--- src/rtl/kypd_scan.sv ---
`timescale 1ns/1ps
`default_nettype none
// ============================================================================
//  Module   : kypd_scan
//  Purpose  : 4x4 matrix keypad scanner. Walks an active-low column drive,
//             samples synchronized row returns, debounces whole-scan frames
//             and emits a debounced key vector plus a one-cycle press event.
//  Revision : 1.0 - initial release
// ============================================================================
module kypd_scan #(
    parameter int SETTLE_CYCLES  = 100000,
    parameter int DEBOUNCE_SCANS = 4
) (
    input  logic        clk,
    input  logic        rst_n,
    input  logic [3:0]  row,
    output logic [3:0]  col,
    output logic [15:0] key_down,
    output logic        any_key,
    output logic [3:0]  key_code,
    output logic        key_valid
);

    localparam int c_CNT_W = (SETTLE_CYCLES > 1) ? $clog2(SETTLE_CYCLES) : 1;
    localparam int c_STB_W = $clog2(DEBOUNCE_SCANS + 1);

    localparam logic [c_CNT_W-1:0] c_SETTLE_LAST = c_CNT_W'(SETTLE_CYCLES - 1);
    localparam logic [c_STB_W-1:0] c_STB_MAX     = c_STB_W'(DEBOUNCE_SCANS);

    // Hex value of the key at (row r, column c) on the Pmod KYPD
    function automatic logic [3:0] key_hex(input logic [1:0] r, input logic [1:0] c);
        logic [3:0] v;
        case ({r, c})
            4'b00_00: v = 4'h1;
            4'b00_01: v = 4'h2;
            4'b00_10: v = 4'h3;
            4'b00_11: v = 4'hA;
            4'b01_00: v = 4'h4;
            4'b01_01: v = 4'h5;
            4'b01_10: v = 4'h6;
            4'b01_11: v = 4'hB;
            4'b10_00: v = 4'h7;
            4'b10_01: v = 4'h8;
            4'b10_10: v = 4'h9;
            4'b10_11: v = 4'hC;
            4'b11_00: v = 4'h0;
            4'b11_01: v = 4'hF;
            4'b11_10: v = 4'hE;
            default:  v = 4'hD;
        endcase
        return v;
    endfunction

    // Index of the lowest set bit; only meaningful for a non-zero vector
    function automatic logic [3:0] lowest_bit(input logic [15:0] v);
        logic [3:0] idx;
        idx = 4'h0;
        for (int i = 15; i >= 0; i--) begin
            if (v[i]) idx = 4'(i);
        end
        return idx;
    endfunction

    logic [3:0]          r_row_meta;
    logic [3:0]          r_row_sync;
    logic [1:0]          r_col_idx;
    logic [c_CNT_W-1:0]  r_settle;
    logic [15:0]         r_frame;
    logic [15:0]         r_prev_frame;
    logic [c_STB_W-1:0]  r_stable;

    logic                w_sample;
    logic                w_end_frame;
    logic [15:0]         w_col_bits;
    logic [15:0]         w_frame_done;
    logic [c_STB_W-1:0]  w_stable_next;
    logic [15:0]         w_new_keys;

    // Two-flop synchronizer on the asynchronous row returns
    always_ff @(posedge clk or negedge rst_n) begin
        if (!rst_n) begin
            r_row_meta <= 4'b1111;
            r_row_sync <= 4'b1111;
        end else begin
            r_row_meta <= row;
            r_row_sync <= r_row_meta;
        end
    end

    // Exactly one column driven low, selected by the scan index
    always_comb begin
        col = ~(4'b0001 << r_col_idx);
    end

    // Sample decode: keys seen in the current column and the frame including them
    always_comb begin
        w_sample    = (r_settle == c_SETTLE_LAST);
        w_end_frame = w_sample && (r_col_idx == 2'd3);
        w_col_bits  = 16'h0000;
        for (int r = 0; r < 4; r++) begin
            if (!r_row_sync[r]) w_col_bits[key_hex(2'(r), r_col_idx)] = 1'b1;
        end
        w_frame_done = r_frame | w_col_bits;
    end

    // Debounce arithmetic: saturating run length of identical frames
    always_comb begin
        if (w_frame_done == r_prev_frame) begin
            w_stable_next = (r_stable == c_STB_MAX) ? r_stable : r_stable + 1'b1;
        end else begin
            w_stable_next = '0;
        end
        w_new_keys = w_frame_done & ~key_down;
    end

    // Column walk: settle counter, column index and frame accumulation
    always_ff @(posedge clk or negedge rst_n) begin
        if (!rst_n) begin
            r_settle  <= '0;
            r_col_idx <= 2'd0;
            r_frame   <= 16'h0000;
        end else if (w_sample) begin
            r_settle  <= '0;
            r_col_idx <= r_col_idx + 2'd1;
            // Clearing at the last sample leaves an empty frame for column 0
            r_frame   <= w_end_frame ? 16'h0000 : w_frame_done;
        end else begin
            r_settle  <= r_settle + 1'b1;
        end
    end

    // Frame-to-frame comparison at the end of every full scan
    always_ff @(posedge clk or negedge rst_n) begin
        if (!rst_n) begin
            r_prev_frame <= 16'h0000;
            r_stable     <= '0;
        end else if (w_end_frame) begin
            r_prev_frame <= w_frame_done;
            r_stable     <= w_stable_next;
        end
    end

    // Debounced state and press event, all updated on the same edge
    always_ff @(posedge clk or negedge rst_n) begin
        if (!rst_n) begin
            key_down  <= 16'h0000;
            any_key   <= 1'b0;
            key_code  <= 4'h0;
            key_valid <= 1'b0;
        end else begin
            key_valid <= 1'b0;
            if (w_end_frame && (w_stable_next == c_STB_MAX)) begin
                key_down <= w_frame_done;
                any_key  <= |w_frame_done;
                if (w_new_keys != 16'h0000) begin
                    key_valid <= 1'b1;
                    key_code  <= lowest_bit(w_new_keys);
                end
            end
        end
    end

endmodule
`default_nettype wire

--- config.mk ---
export PLATFORM = sky130hd
export DESIGN_NAME = kypd_scan
export DESIGN_NICKNAME = d
export VERILOG_FILES = /design/src/rtl/kypd_scan.sv
export SDC_FILE = /design/constraint.sdc
export NUM_CORES = 1
export LEC_CHECK = 0
export BUFFER_PORTS_ARGS = -buffer_cell sky130_fd_sc_hd__buf_2
export CORE_UTILIZATION = 60
export DETAILED_ROUTE_END_ITERATION = 16
export PLACE_DENSITY = 0.8
export SLEW_MARGIN = 20
export SYNTH_ARGS = -nofsm -noshare
export SYNTH_HDL_FRONTEND = slang
export SYNTH_SLANG_ARGS = --single-unit
export TNS_END_PERCENT = 100
--- constraint.sdc ---
create_clock -name clk -period 3.8 [get_ports clk]
set_input_delay 0.76 -clock clk [delete_from_list [all_inputs] [get_ports clk]]
set_output_delay 0.76 -clock clk [all_outputs]
set_load 0.005 [all_outputs]
==> metrics.yaml <==
status:
  outcome: "finished clean"
sta:
  fmax_mhz: 281
  slew_viol_final: 0
  final.setup.tns_ns: 0
  hold_violations: 0
  max-slew-margin-rel_pct: 49.2
  finalCritPeriodShare_pct: 93.8
  rsz0062_at_grt: "no"
  finalCriticalPeriod_ns: 3.56
  final-setup-viol-count: 0
  tightest_slew_ns: 0.758
  clock_skew_ns: 0.00690
power_and_ir_drop:
  p_int_mw: 1.26
  power_density_mw_per_mm2: 326
  power.switching_mw: 0.358
  seqPwrFrac_pct: 56.1
  p_leak_nw: 2.35
  vdd_drop_max_v: 0.000277
  p_sw_share_pct: 22.2
  p_comb_share_pct: 3.0
  clockPowerShare_pct: 40.9
worst_setup_path:
  end_kind: "register"
  critPathMaxStageDelay_ns: 0.64
  cp_max_fo: 11
  crit_path_top_delay_cell: "nor4bb_1"
  crit_end: "any_key"
  path_buf_inv: 2
  path_delay_family: "simple AND/OR/NAND/NOR gates"
  startpoint_type: "register"
  crit_cells: 10
  r2r-start: "r_col_idx[0]"
  timing.rr.end: "any_key"
  crit_path_start: "r_col_idx[0]"
  required_ns: 4.05
  r2r_setup_slack_ns: 0.24
  reg2regPathDepth: 10
  critical_path_class: "reg -> reg"
  arrival_ns: 3.81
  crit_chain: "inv_1 > ha_1 > nor4bb_1 > o31ai_1 > a22oi_1 > o2111ai_1 > nor4_2 > and2_1 > buf_4 > mux2_1"
clock_network:
  clk_pin_slew_ns: 0.08
  cts_max_level: 3
  cts_setup_buffers: 0
  cts_root_buf: "clkbuf_8"
  cts-resized-gates: 0
  cts_tree: "yes"
  clock_latency_ns: 0.36
  hold_buffers: 0
  cts.sinks: 84
  cts_made_buffers: 9
  cts_buffer_depth: 2
layout:
  final_common_cell: "dfrtp_1"
  drive_above_1_share_pct: 18.0
  layout_common_cells: "dfrtp_1, nor2_1, buf_2"
  n_fill_cell: 510
  final_area_mm2: 0.00496
  layout.nets: 495
  diodes: 0
  synthToLayoutAreaGrowth_pct: 12.2
logic_synthesis:
  ys.warnings.count: 0
  synth-main-ff-cell: "dfrtp_1"
  yosysTopAreaCell: "dfrtp_1"
  synthesis.area_mm2: 0.00442
  synth-seq-cells: 84
  synth.yosys.seq_area_share_pct: 47.8
  async_reset_ff_share_pct: 100
  netlist.area_leader.share_pct: 43.0
  synth.distinct_cells: 59
  synth.area.top_cells: "dfrtp_1, dfstp_2, nor2_1"
  synth_area_per_cell_um2: 10.1
  synth_enable_flop_cells: 0
  synth_nets: 456
  synthCells: 439
grt:
  first_global_vias: 3445
  grt_use_total_pct: 28.2
  grt_max_degree: 85
  grt_pass1_wl_um: 16300
  overflow: 0
  antenna_found_initial: 0
floorplanning:
  die_w_um: 87.8
  pin_count: 32
  die-area_mm2: 0.00771
  fp.dieH_um: 87.8
  initial_core_util_pct: 63.6
  core-area_mm2: 0.00694
  rows: 30
placed_design:
  placed_area_mm2: 0.00474
  hpwlAfterDp_um: 7150
  port_buffers: 31
  gp_congestion: 0.899
detailed_routing:
  vias: 3502
  drc: 0
  via_per_inst: 6.05
  wirelength_um: 9940
  drt_iter0_drc: 342
  post_drt_wl_per_cell_um: 17.2
  drt-pass1-iter-count: 5
  ant_nets: 0
job:
  drv_cap: 0
hold_path:
  hold_class: "reg -> reg"
[worst min-delay path by stage]
stage,to,slack (ns),from,cells after the start
4_1_cts,r_row_sync[2],0.36,r_row_meta[2],0
5_1_grt,r_row_sync[3],0.36,r_row_meta[3],0
3_3_place_gp,r_row_sync[3],0.35,r_row_meta[3],0
6_report,r_row_sync[3],0.36,r_row_meta[3],0
2_1_floorplan,r_row_sync[0],0.35,r_row_meta[0],0
3_5_place_dp,r_row_sync[2],0.35,r_row_meta[2],0
[metal layers]
metal | up-vias | routed length, um | global-route usage (%)
li1 | 1629 | - | -
met1 | 1686 | 4250 | 35.4
met2 | 150 | 4700 | 45.3
met3 | 37 | 647 | 7.63
met4 | 0 | 341 | 13.7
met5 | - | 0 | 0
[stage by stage]
| stage | std cells | hold WS, ns | setup slack [ns] | total power, mW | utilization [%] |
|---|---|---|---|---|---|
| global placement | 563 | 0.346 | 0.466 | 0.971 | 68.3 |
| detailed placement | 563 | 0.347 | 0.343 | 0.972 | 68.3 |
| floorplan | 439 | 0.345 | 0.887 | 0.943 | - |
| CTS | 579 | 0.359 | 0.295 | 1.63 | 71.4 |
| global route | 579 | 0.361 | 0.00181 | 1.67 | 71.4 |
| finish | 579 | 0.357 | 0.236 | 1.61 | 71.4 |
[synthesized netlist by cell type (5+ instances only)]
cell       n
inv_1     27
nor2b_1   16
o21a_1     5
ha_1      11
o21ai_0   15
nand2_1   22
a31oi_1    7
clkbuf_1  10
dfrtp_1   76
xor2_1    15
nor2_1    54
and3_1     6
dfstp_2    8
xnor2_1    9
and2_1     6
mux2i_1   11
mux2_2     6
a21oi_1   29
nand3_1   16
nor3_1    10
[logic make-up after synthesis]
| kind of cell | Yosys count | synth area share (%) |
|---|---|---|
| AO/OA/AOI/OAI | 93 | 16.0 |
| XOR/XNOR | 24 | 4.76 |
| adder cells (fa/ha/maj) | 11 | 3.11 |
| buffers and inverters | 44 | 4.22 |
| flip-flops | 84 | 47.8 |
| multiplexers | 20 | 4.78 |
| AND/OR/NAND/NOR | 163 | 19.3 |
[state kept, by name, indices dropped and copies added, names as in the netlist]
signal and count:
r_settle 17, key_down 16, r_frame 16, r_prev_frame 16, key_code 4, r_row_meta 4, r_row_sync 4, r_stable 3
r_col_idx 2, any_key 1, key_valid 1
[layout make-up]
cell class | count | area (um2) | share of cell area (%)
multi-input cells | 311 | 2130 | 43.0
flip-flops and latches | 84 | 2110 | 42.6
repair buffers | 45 | 279 | 5.63
clock buffers | 11 | 151 | 3.05
well taps | 96 | 120 | 2.42
inverters | 27 | 101 | 2.04
clock inverters | 5 | 60.1 | 1.21
[worst register-to-register path, cell delays in order, from the launching register on]
cell       delay (ns)
dfrtp_1          0.44
inv_1            0.19
ha_1             0.33
nor4bb_1         0.64
o31ai_1          0.18
a22oi_1          0.22
o2111ai_1        0.16
nor4_2           0.50
and2_1           0.23
buf_4            0.22
mux2_1           0.35
[power groups by stage]
stage                     clock network [mW]  registers (mW)  logic (mW)
final                                  0.660           0.906      0.0480
after global placement                     0           0.923      0.0482
after CTS                              0.678           0.906      0.0484
after detailed placement                   0           0.923      0.0484
after global routing                   0.708           0.907      0.0546
after floorplan                            0           0.921      0.0227
Note: power is estimated with default switching activity, not from simulation.
